**config.mk**
```make
export PLATFORM = sky130hd
export DESIGN_NAME = speriph_plug_arbiter
export DESIGN_NICKNAME = d
export VERILOG_FILES = /design/src/rtl/speriph_plug_arbiter.sv
export SDC_FILE = /design/constraint.sdc
export NUM_CORES = 1
export LEC_CHECK = 0
export ABC_AREA = 1
export CORE_AREA = 2 2 137 139
export CTS_CLUSTER_DIAMETER = 60
export CTS_CLUSTER_SIZE = 20
export DETAILED_ROUTE_END_ITERATION = 8
export DIE_AREA = 0 0 139 141
export PLACE_DENSITY_LB_ADDON = 0.05
export REMOVE_ABC_BUFFERS = 1
export SLEW_MARGIN = 20
export SYNTH_ARGS = -nofsm -noshare
export SYNTH_HDL_FRONTEND = slang
export SYNTH_SLANG_ARGS = --single-unit
export TNS_END_PERCENT = 1
```
**constraint.sdc**
```tcl
create_clock -name clk_i -period 2 [get_ports clk_i]
set_input_delay 0.2 -clock clk_i [delete_from_list [all_inputs] [get_ports clk_i]]
set_output_delay 0.2 -clock clk_i [all_outputs]
set_load 0.02 [all_outputs]
```
**src/rtl/speriph_plug_arbiter.sv**
```systemverilog
// Merges NB_PLUGS slave plugs onto one peripheral target, routing in-order responses back by FIFO.
// Define SPERIPH_PLUG_ARB_RR_EN for round-robin arbitration; otherwise the lowest requesting index wins.
module speriph_plug_arbiter #(
    parameter int unsigned NB_PLUGS        = 2,
    parameter int unsigned ID_WIDTH        = 5,
    parameter int unsigned MAX_OUTSTANDING = 2
) (
    input  logic                               clk_i,
    input  logic                               rst_i,
    input  logic [NB_PLUGS-1:0]                plug_req_i,
    input  logic [NB_PLUGS-1:0]                plug_wen_i,
    input  logic [NB_PLUGS-1:0][31:0]          plug_add_i,
    input  logic [NB_PLUGS-1:0][31:0]          plug_wdata_i,
    input  logic [NB_PLUGS-1:0][3:0]           plug_be_i,
    input  logic [NB_PLUGS-1:0][ID_WIDTH-1:0]  plug_id_i,
    output logic [NB_PLUGS-1:0]                plug_gnt_o,
    output logic [NB_PLUGS-1:0]                plug_r_valid_o,
    output logic [NB_PLUGS-1:0]                plug_r_opc_o,
    output logic [NB_PLUGS-1:0][31:0]          plug_r_rdata_o,
    output logic [NB_PLUGS-1:0][ID_WIDTH-1:0]  plug_r_id_o,
    output logic                               mst_req_o,
    output logic                               mst_wen_o,
    output logic [31:0]                        mst_add_o,
    output logic [31:0]                        mst_wdata_o,
    output logic [3:0]                         mst_be_o,
    output logic [ID_WIDTH-1:0]                mst_id_o,
    input  logic                               mst_gnt_i,
    input  logic                               mst_r_valid_i,
    input  logic                               mst_r_opc_i,
    input  logic [31:0]                        mst_r_rdata_i,
    input  logic [ID_WIDTH-1:0]                mst_r_id_i,
    output logic                               busy_o,
    output logic                               err_o
);

    localparam int unsigned IDX_W = (NB_PLUGS > 1) ? $clog2(NB_PLUGS) : 1;
    localparam int unsigned PTR_W = (MAX_OUTSTANDING > 1) ? $clog2(MAX_OUTSTANDING) : 1;
    localparam int unsigned CNT_W = $clog2(MAX_OUTSTANDING + 1);

    logic [IDX_W-1:0] r_fifo [MAX_OUTSTANDING];
    logic [PTR_W-1:0] r_wr_ptr;
    logic [PTR_W-1:0] r_rd_ptr;
    logic [CNT_W-1:0] r_count;
    logic             r_lock_vld;
    logic [IDX_W-1:0] r_lock_idx;
    logic             r_err;

    logic             w_any;
    logic             w_pop;
    logic             w_full;
    logic             w_hs;
    logic [IDX_W-1:0] w_win;
    logic [IDX_W-1:0] w_head;

`ifdef SPERIPH_PLUG_ARB_RR_EN
    logic [IDX_W-1:0] r_rr;
    logic [IDX_W-1:0] w_cand;
`endif

    assign w_any  = |plug_req_i;
    assign w_pop  = mst_r_valid_i && (r_count != '0);
    // A response popping this cycle frees a slot for a new request in the same cycle
    assign w_full = (r_count == CNT_W'(MAX_OUTSTANDING)) && !w_pop;
    assign w_hs   = mst_req_o && mst_gnt_i;
    assign w_head = r_fifo[r_rd_ptr];

    // Winner selection: a stalled request keeps its slot while its plug still requests
    always_comb begin
        w_win = '0;
`ifdef SPERIPH_PLUG_ARB_RR_EN
        w_cand = '0;
`endif
        if (r_lock_vld && plug_req_i[r_lock_idx]) begin
            w_win = r_lock_idx;
        end else begin
`ifdef SPERIPH_PLUG_ARB_RR_EN
            for (int k = int'(NB_PLUGS) - 1; k >= 0; k--) begin
                w_cand = IDX_W'((int'(r_rr) + k) % int'(NB_PLUGS));
                if (plug_req_i[w_cand]) begin
                    w_win = w_cand;
                end
            end
`else
            for (int i = int'(NB_PLUGS) - 1; i >= 0; i--) begin
                if (plug_req_i[i]) begin
                    w_win = IDX_W'(i);
                end
            end
`endif
        end
    end

    assign mst_req_o   = w_any && !w_full;
    assign mst_wen_o   = mst_req_o ? plug_wen_i[w_win]   : 1'b0;
    assign mst_add_o   = mst_req_o ? plug_add_i[w_win]   : 32'd0;
    assign mst_wdata_o = mst_req_o ? plug_wdata_i[w_win] : 32'd0;
    assign mst_be_o    = mst_req_o ? plug_be_i[w_win]    : 4'd0;
    assign mst_id_o    = mst_req_o ? plug_id_i[w_win]    : '0;

    // Grant fan-out and response routing to the plug at the FIFO head
    always_comb begin
        plug_gnt_o     = '0;
        plug_r_valid_o = '0;
        plug_r_opc_o   = '0;
        plug_r_rdata_o = '0;
        plug_r_id_o    = '0;
        for (int p = 0; p < int'(NB_PLUGS); p++) begin
            if (w_hs && (w_win == IDX_W'(p))) begin
                plug_gnt_o[p] = 1'b1;
            end
            if (w_pop && (w_head == IDX_W'(p))) begin
                plug_r_valid_o[p] = 1'b1;
                plug_r_opc_o[p]   = mst_r_opc_i;
                plug_r_rdata_o[p] = mst_r_rdata_i;
                plug_r_id_o[p]    = mst_r_id_i;
            end
        end
    end

    always_ff @(posedge clk_i) begin
        if (w_hs) begin
            r_fifo[r_wr_ptr] <= w_win;
        end
    end

    always_ff @(posedge clk_i) begin
        if (rst_i) begin
            r_wr_ptr   <= '0;
            r_rd_ptr   <= '0;
            r_count    <= '0;
            r_lock_vld <= 1'b0;
            r_lock_idx <= '0;
            r_err      <= 1'b0;
        end else begin
            if (w_hs) begin
                r_wr_ptr <= (r_wr_ptr == PTR_W'(MAX_OUTSTANDING - 1)) ? '0 : r_wr_ptr + PTR_W'(1);
            end
            if (w_pop) begin
                r_rd_ptr <= (r_rd_ptr == PTR_W'(MAX_OUTSTANDING - 1)) ? '0 : r_rd_ptr + PTR_W'(1);
            end
            if (w_hs && !w_pop) begin
                r_count <= r_count + CNT_W'(1);
            end else if (!w_hs && w_pop) begin
                r_count <= r_count - CNT_W'(1);
            end
            r_err <= mst_r_valid_i && (r_count == '0);
            if (w_hs) begin
                r_lock_vld <= 1'b0;
            end else if (mst_req_o) begin
                r_lock_vld <= 1'b1;
                r_lock_idx <= w_win;
            end else if (r_lock_vld && !plug_req_i[r_lock_idx]) begin
                r_lock_vld <= 1'b0;
            end
        end
    end

`ifdef SPERIPH_PLUG_ARB_RR_EN
    always_ff @(posedge clk_i) begin
        if (rst_i) begin
            r_rr <= '0;
        end else if (w_hs) begin
            r_rr <= (w_win == IDX_W'(NB_PLUGS - 1)) ? '0 : w_win + IDX_W'(1);
        end
    end
`endif

    assign busy_o = (r_count != '0);
    assign err_o  = r_err;

endmodule

```
* Word-level counts from Yosys, hierarchy flattened
Memory sizes are Yosys's and may differ from the RTL's. A register that Yosys moved wholly into a read port is not among the register bits.
Cells that the tools add are included.
** Operators by class
- Multiplexer cells :: 40
- Eq/ne operators :: 1
- Reductions and logical operators :: 24
- Bitwise operators :: 3
- $add $sub $neg :: 4
- $lt $le $gt $ge :: 2
** Operator list (count)
- two-way mux 32 bit :: 8
- two-way mux 5 bit :: 5
- two-way mux 1 bit :: 22
- logical AND 1 bit :: 13
- two-way mux 4 bit :: 3
- nonzero test 2 bit :: 3
- logical NOT 1 bit :: 4
- < comparator 1 x 2 -> 1 bit (second input constant) :: 2
- two-way mux 2 bit :: 2
- OR reduction 2 bit :: 2
- inverter 1 bit :: 3
- adder 1 bit (second input constant) :: 2
- adder 2 x 1 -> 2 bit (second input constant) :: 1
- equality test 2 bit (second input constant) :: 1
- logical NOT 2 bit :: 1
- AND reduction 2 bit :: 1
- subtractor 2 x 1 -> 2 bit (second input constant) :: 1
** Word-level totals
- Register bits after elaboration :: 7
- Output and inout bits :: 157
- Memories kept :: 1
- RAM bits :: 2
** Memory list
- r_fifo :: words 2, width 1, read ports 1, clocked after Yosys merged registers in 1, wr ports 1, RTL line 40 : logic [IDX_W-1:0] r_fifo [MAX_OUTSTANDING];

* Longest topological paths before layout
Gate-level depths: netlist (run 1).
- Word-level depth :: 11
- Gate-level depth with buffers :: 11
- Mapped depth without buffers :: 11

* Worst setup path before layout (run 1)
Ideal clock, no wire load.
- Path kind :: register to output
- Start point :: memory r_fifo[0] (netlist name)
- End point :: output plug_r_rdata_o[10] (netlist name)
- Cell stages (with the launch flop) :: 6
- Arrival :: 1324 ps
- Slack :: 476 ps
- Data required time :: 1800 ps
- Path buffers :: 2
- Cells stage by stage :: edfxtp_1 > o21ai_1 > nand2_1 > buf_2 > buf_2 > nor2_1
** RTL lines
- from (decl) :: RTL line 40
- to (decl) :: RTL line 19 : output logic [NB_PLUGS-1:0][31:0] plug_r_rdata_o,

* Final worst setup path (run 1)
- Start point :: input plug_req_i[1]
- End point :: output mst_add_o[16]
** On the way
- Cells in the longest elaborated chain, start to end :: 7
- Elaborated cells on any way between the ends :: 11
- Classes of those cells :: mux: 8; reduce/logical: 3
** RTL lines
- from (decl) :: RTL line 10 : input logic [NB_PLUGS-1:0] plug_req_i,
- two-way mux 1 bit (not written as such) (2 in series) :: RTL line 73 : if (r_lock_vld && plug_req_i[r_lock_idx]) begin
- logical AND 1 bit :: RTL line 73
- two-way mux 1 bit :: RTL line 73
- two-way mux 32 bit (not written as such) (2 in series) :: RTL line 95 : assign mst_add_o = mst_req_o ? plug_add_i[w_win] : 32'd0;
- two-way mux 32 bit (*) :: RTL line 95
- to (decl) :: RTL line 23 : output logic [31:0] mst_add_o,
Every way passes the cells marked *; elsewhere a longest branch is shown, timed or not. The select of a mux whose other input is x is not followed.

==> results of run 1 <==
-- worst max-delay path, stage by stage --
cell and delay (ps):
clkdlybuf4s50_1 500, nand3_1 100, nand2_2 140, buf_12 220, nand2_1 70, a21oi_1 170
clkdlybuf4s15_2 300
-- power by group through the flow --
stage,clock (mW),sequential [mW],combinational [mW]
global placement,0,0.265,2.39
CTS,0.363,0.265,2.17
global route,0.376,0.270,2.24
finish,0.354,0.265,2.05
floorplan,0,0.266,1.01
detailed placement,0,0.268,2.38
-- how the worst max path moves through the flow --
stage / start / end / slack (ps) / cells past startpoint
floorplan: r_lock_idx / mst_add_o[0] / -910 / 5
global placement: plug_req_i[0] / mst_wdata_o[21] / -360 / 9
detailed placement: plug_req_i[0] / mst_add_o[20] / -350 / 10
CTS: plug_req_i[1] / mst_add_o[26] / 0.8 / 7
global route: plug_req_i[0] / mst_add_o[10] / -100 / 9
finish: plug_req_i[1] / mst_add_o[16] / 70 / 7
-- metrics by stage --
stage                     setup WS (ps)  cells
after floorplan                  -915.0    410
after global placement           -364.7   1014
after detailed placement         -351.0   1014
after CTS                        0.8015   1018
after global routing             -101.5   1020
final                             70.68   1020
-- layout make-up --
class	instances	area share (%)
clock buffer	4	1.437
multi-input combinational	342	27.92
inverter	58	3.969
tap	234	5.338
antenna	2	0.09124
timing repair buffer	370	57.23
sequential	10	4.015
-- routing by layer --
metal  vias to the layer above  GRT usage (%)  wire length (microns)
li1                       2016              -                      -
met1                      1702          13.71                   4916
met2                       214          26.37                   7563
met3                         4          5.673                   1623
met4                         0          1.967                     81
met5                         -              0                      0
-- state kept, by name, summed over array words and instances (netlist names), named ones only --
register	flops
r_lock_idx	1
err_o	1
r_count	2
r_lock_vld	1
r_wr_ptr	1
r_fifo	2
r_rd_ptr	1
-- layout by cell type, fill, tap and decap left out --
cell type and instances:
a21oi_1 77, inv_1 55, o21ai_1 1, nand2_1 163, nor2_1 64, inv_2 3
buf_4 19, clkdlybuf4s15_1 19, buf_2 5, nand2_2 2, nor2_2 11, clkbuf_16 3
o21ai_0 3, ha_1 1, clkbuf_2 117, clkbuf_1 1, diode_2 2, nor2_4 12
nand4_1 1, nor3_1 1, a21oi_2 1, buf_12 10, clkdlybuf4s50_1 193, dlygate4sd2_1 6
clkdlybuf4s15_2 1, dfxtp_1 8, edfxtp_1 2, nand3_1 5
-- kinds of logic after synthesis --
kind of cell	Yosys count	share of synthesized area [%]
AO/OA/AOI/OAI	82	19.12
adder cells (fa/ha/maj)	1	0.5830
buffers and inverters	90	18.54
flip-flops	10	10.26
AND/OR/NAND/NOR	259	51.49
==> flow_metrics.py, run 1 <==
metrics = {
    "outcome": {
        "status": "completed",
    },
    "power": {
        "ir_drop_mv": 0.1969,
        "power.share.clock_pct": 13.3,
        "powerDensity_mw_per_mm2": 486.8,
        "sw_frac_of_total_pct": 47.81,
        "p_int_mw": 1.393,
        "power_mw": 2.670,
        "seqPwrFrac_pct": 9.9,
        "p_comb_share_pct": 76.8,
        "power_leakage_nw": 2.747,
        "net-switching-power_mw": 1.277,
    },
    "layout": {
        "fill_cells": 2055,
        "synthToLayoutAreaGrowth_pct": 155.6,
        "regArea_sq_um": 220.2,
        "nNetsFinal": 978,
        "fin_util_pct": 30.03,
        "multiInputGateArea_sq_mm": 0.001531,
        "final_area_sq_mm": 0.005485,
        "drive_above_1_share_pct": 23.47,
    },
    "synth": {
        "synthTopCellsByArea": "nand2_1 29%, a21oi_1 18%, nor2_1 11%, inv_1 9.8%, dfxtp_1 7.5%",
        "synth_edf_count": 2,
        "yosysMostFrequentCell": "nand2_1",
        "synth_top_area_share_pct": 28.51,
        "yosysTopAreaCell": "nand2_1",
        "synth_cells": 442,
        "ys_seq_area_share_pct": 10.26,
        "yosys-top-cells-count": "163 x nand2_1, 78 x a21oi_1, 64 x nor2_1",
        "syn_area_sq_mm": 0.002146,
        "synth-main-ff-cell": "dfxtp_1",
        "synth_warnings": 0,
        "yosysUniqueCellTypes": 21,
        "synth-seq-cells": 10,
        "async_flop_share_pct": 0,
        "syn_avg_cell_area_sq_um": 4.855,
    },
    "drt": {
        "route.final.wire_length_microns": 14190,
        "firstDrtPassIters": 4,
        "drt_iter0_markers": 47,
        "num_vias": 3936,
        "vias_per_cell": 3.859,
        "route.antenna.remaining_nets": 0,
        "avgRoutedWirePerCell_microns": 13.91,
        "route.detailed.drc": 0,
    },
    "clocking": {
        "htreeDepth": 1,
        "clkTransAtPathRegs_ps": 40,
        "postCtsSetupBuffers": 0,
        "clock_path_buffers": 2,
        "post_cts_resized": 186,
        "numCtsBuffers": 3,
        "root_buffer": "clkbuf_16",
        "cts_tree": "done",
        "cts_sinks": 10,
        "clock_latency_ps": 230,
        "cts_hold_buf": 0,
    },
    "setup_path": {
        "path_class": "primary input to output pin",
        "cp_max_fo": 43,
        "cp.arrival_ps": 1730,
        "r2r-start": "r_count[0]",
        "start_kind": "primary input",
        "rrSetupSlack_ps": 240,
        "crit_required_ps": 1800,
        "crit_path_end_kind": "output pin",
        "r2r_cells": 11,
        "r2r-end": "r_count[1]",
    },
    "sta": {
        "drv_slew": 0,
        "max_freq_mhz": 518.3,
        "post-route-period-util_pct": 96.47,
        "rsz0062_at_grt": "yes",
        "timing.hold.ws_ps": 453.9,
        "skew_ps": 4.161,
        "setup_viol_count_final": 0,
        "tightest_slew_ps": 270.2,
        "hold_viol": 0,
        "slew_headroom_pct": 81.86,
        "fin_crit_ps": 1929,
        "finalSetupTns_ps": 0,
    },
    "global_route": {
        "grt_max_degree": 44,
        "grt_antenna_before_repair": 2,
        "grt_pass1_vias": 3934,
        "grt_usage_pct": 13.54,
        "gr-total-overflow": 0,
        "grt_first_pass_wirelength_microns": 21420,
    },
    "floorplanning": {
        "start_util_pct": 11.75,
        "die_x_microns": 139,
        "ios": 349,
        "die_y_microns": 141,
        "rows": 50,
        "core_area_sq_mm": 0.01827,
        "die_area_sq_mm": 0.01960,
    },
    "worst_hold_path": {
        "hold_start": "r_rd_ptr",
        "hold_path_class": "flip-flop to flip-flop",
        "hold_depth": 1,
    },
    "run": {
        "maxCapViolCount": 0,
    },
    "place": {
        "gp_congestion": 0.7937,
        "post-dp-hpwl_microns": 11800,
        "placed_cell_area_sq_mm": 0.006020,
        "port_buffers": 348,
    },
}
Note: power is estimated with default switching activity, not from simulation.
==> run 2, diff against run 1 <==
--- a/config.mk
+++ b/config.mk
@@ -6,11 +6,12 @@
 export NUM_CORES = 1
 export LEC_CHECK = 0
 export ABC_AREA = 1
-export CORE_AREA = 2 2 137 139
+export CORE_AREA = 2 2 134 136
 export CTS_CLUSTER_DIAMETER = 60
 export CTS_CLUSTER_SIZE = 20
 export DETAILED_ROUTE_END_ITERATION = 8
-export DIE_AREA = 0 0 139 141
+export DIE_AREA = 0 0 136 138
+export HOLD_SLACK_MARGIN = 0.03
 export PLACE_DENSITY_LB_ADDON = 0.05
 export REMOVE_ABC_BUFFERS = 1
 export SLEW_MARGIN = 20
==> constraint.sdc (replaced) <==
create_clock -name clk_i -period 2.3 [get_ports clk_i]
set_input_delay 0.23 -clock clk_i [delete_from_list [all_inputs] [get_ports clk_i]]
set_output_delay 0.23 -clock clk_i [all_outputs]
set_load 0.02 [all_outputs]
==> run 2 against run 1 <==
Worst hold slack improved by 2.4 ps. Non-clock buffer count increased by 8. Cell area is 12% higher. Total power shrank 7.9%. Critical path depth did not move. Clock skew fell by 2.9 ps. Die area fell by 4.2%. Via count increased by 1.5%. Combinational power is 6% lower. Critical path type unchanged. Largest cell class unchanged. Largest power group unchanged.
==> flow_metrics.py, run 2 (synthesis gave the netlist of run 1 again) <==
metrics = {
    "clocking": {
        "numCtsBuffers": 3,
        "cts_sinks": 10,
        "cts_tree": "done",
        "clkTransAtPathRegs_ps": 40,
        "clock_latency_ps": 230,
        "root_buffer": "clkbuf_16",
        "htreeDepth": 1,
        "clock_path_buffers": 2,
    },
    "floorplanning": {
        "ios": 349,
        "rows": 49,
        "die_area_sq_mm": 0.01877,
        "die_y_microns": 138,
        "die_x_microns": 136,
        "core_area_sq_mm": 0.01753,
        "start_util_pct": 12.24,
    },
    "worst_hold_path": {
        "hold_path_class": "flip-flop to flip-flop",
        "hold_start": "r_rd_ptr",
        "hold_depth": 1,
        "min_to": "r_rd_ptr",
    },
    "drt": {
        "vias_per_cell": 3.915,
        "avgRoutedWirePerCell_microns": 13.86,
        "route.detailed.drc": 0,
        "firstDrtPassIters": 4,
        "route.antenna.remaining_nets": 0,
        "route.final.wire_length_microns": 14150,
        "num_vias": 3997,
        "drt_iter0_markers": 90,
    },
    "layout": {
        "diodes": 0,
        "layout.cells.non_filler": 1021,
        "synthToLayoutAreaGrowth_pct": 185.9,
        "layout_commonest_cell": "clkdlybuf4s50_1",
        "nNetsFinal": 986,
        "drive_above_1_share_pct": 8.712,
        "fill_cells": 1901,
        "reg_top3": "r_count: 2 flops, r_fifo: 2 flops",
        "layout_common_cells": "237 x clkdlybuf4s50_1, 163 x nand2_1, 78 x a21oi_1",
    },
    "place": {
        "gp_congestion": 0.8094,
        "post-dp-hpwl_microns": 11970,
        "pre_cts_slack_ps": -99.38,
        "dp_cells": 1017,
        "port_buffers": 348,
    },
    "setup_path": {
        "r2r_cells": 12,
        "r2r-start": "r_count[0]",
        "crit_buf_inv": 4,
        "cpPeakStageDelay_ps": 630,
        "path_cells": "clkdlybuf4s50_1, inv_1, nor2_4, nand2_1, buf_12, nor2_1, clkdlybuf4s50_1",
        "critPathMostFrequentCell": "clkdlybuf4s50_1",
        "path_class": "primary input to output pin",
        "cp_max_fo": 39,
        "critPathTopFamily": "buffers and inverters",
        "cp.arrival_ps": 1970,
        "crit_path_end_kind": "output pin",
        "crit_required_ps": 2070,
        "rrSetupSlack_ps": 560,
        "start_kind": "primary input",
        "r2r-end": "r_count[1]",
        "crit_slowest_cell": "clkdlybuf4s50_1",
    },
    "global_route": {
        "gr-total-overflow": 0,
        "grt_first_pass_wirelength_microns": 20770,
        "grt_max_degree": 64,
        "grt_antenna_before_repair": 0,
        "grt_usage_pct": 13.91,
        "grt_pass1_vias": 3997,
    },
    "sta": {
        "drv_slew": 0,
        "tightest_slew_ps": 293.6,
        "max_freq_mhz": 454.9,
        "rsz0062_at_grt": "no",
        "finalSetupTns_ps": 0,
        "timing.hold.ws_ps": 456.3,
        "setup_viol_count_final": 0,
        "fin_crit_ps": 2198,
        "skew_ps": 1.226,
        "hold_viol": 0,
        "slew_headroom_pct": 80.43,
        "post-route-period-util_pct": 95.58,
        "setup_ws_ps": 101.8,
    },
    "power": {
        "powerDensity_mw_per_mm2": 400.8,
        "power_mw": 2.459,
        "power_leakage_nw": 3.312,
        "ir_drop_mv": 0.1845,
    },
    "outcome": {
        "status": "completed",
    },
    "run": {
        "maxCapViolCount": 0,
    },
}
==> run 2: worst max path at each step <==
| stage | from | to | cells past startpoint |
|---|---|---|---|
| detailed placement | plug_req_i[1] | mst_be_o[2] | 8 |
| floorplan | r_lock_idx | mst_add_o[0] | 5 |
| finish | mst_r_valid_i | plug_r_rdata_o[2] | 7 |
| global placement | plug_req_i[1] | mst_wdata_o[1] | 8 |
| CTS | plug_req_i[1] | mst_wdata_o[16] | 8 |
| global route | mst_r_valid_i | plug_r_rdata_o[0] | 7 |
==> run 2: report_power, final <==
group / internal, mW / total (mW) / switching [mW]
sequential: 0.209 / 0.231 / 0.0217
combinational: 0.916 / 1.92 / 1.00
clock: 0.228 / 0.308 / 0.0802
==> run 2: worst register-to-register path, stage by stage, from the launching register on <==
cell and delay (ps):
dfxtp_1 340, inv_1 90, nand3_1 130, buf_4 180, nand3_1 110, buf_4 150
inv_1 40, ha_1 290, inv_1 80, nand3_1 100, nand2_1 70, nand2_1 40
nor2_1 70
==> run 2: through the flow <==
| step | area [sq um] | utilization (%) |
|---|---|---|
| global route | 6135 | 34.99 |
| global placement | 6081 | 34.68 |
| finish | 6135 | 34.99 |
| floorplan | 1966 | - |
| CTS | 6063 | 34.58 |
| detailed placement | 6081 | 34.68 |
==> run 2: layout make-up <==
| type | instances | area [sq um] | area share, % |
|---|---|---|---|
| multi-input combinational | 342 | 1531 | 24.96 |
| sequential | 10 | 220.2 | 3.590 |
| timing repair buffer | 378 | 3800 | 61.94 |
| clock buffer | 3 | 75.07 | 1.224 |
| tap | 229 | 286.5 | 4.671 |
| clock inverter | 1 | 3.754 | 0.06119 |
| inverter | 58 | 217.7 | 3.549 |
==> run 2: repair_timing <==
item                                    4_1_cts  5_1_grt
setup buffers                                 0        0
gates cloned                                  0        0
endpoints found under the setup margin       77       29
resized for setup                            77       28
hold buffers                                  0        0
==> run 2: layer usage <==
metal	part of all wire, %	up-vias	GRT usage [%]
met4	2.7	0	4.112
met5	0	-	0
li1	-	2032	-
met2	52	222	27.48
met3	13	18	5.537
met1	33	1725	12.71
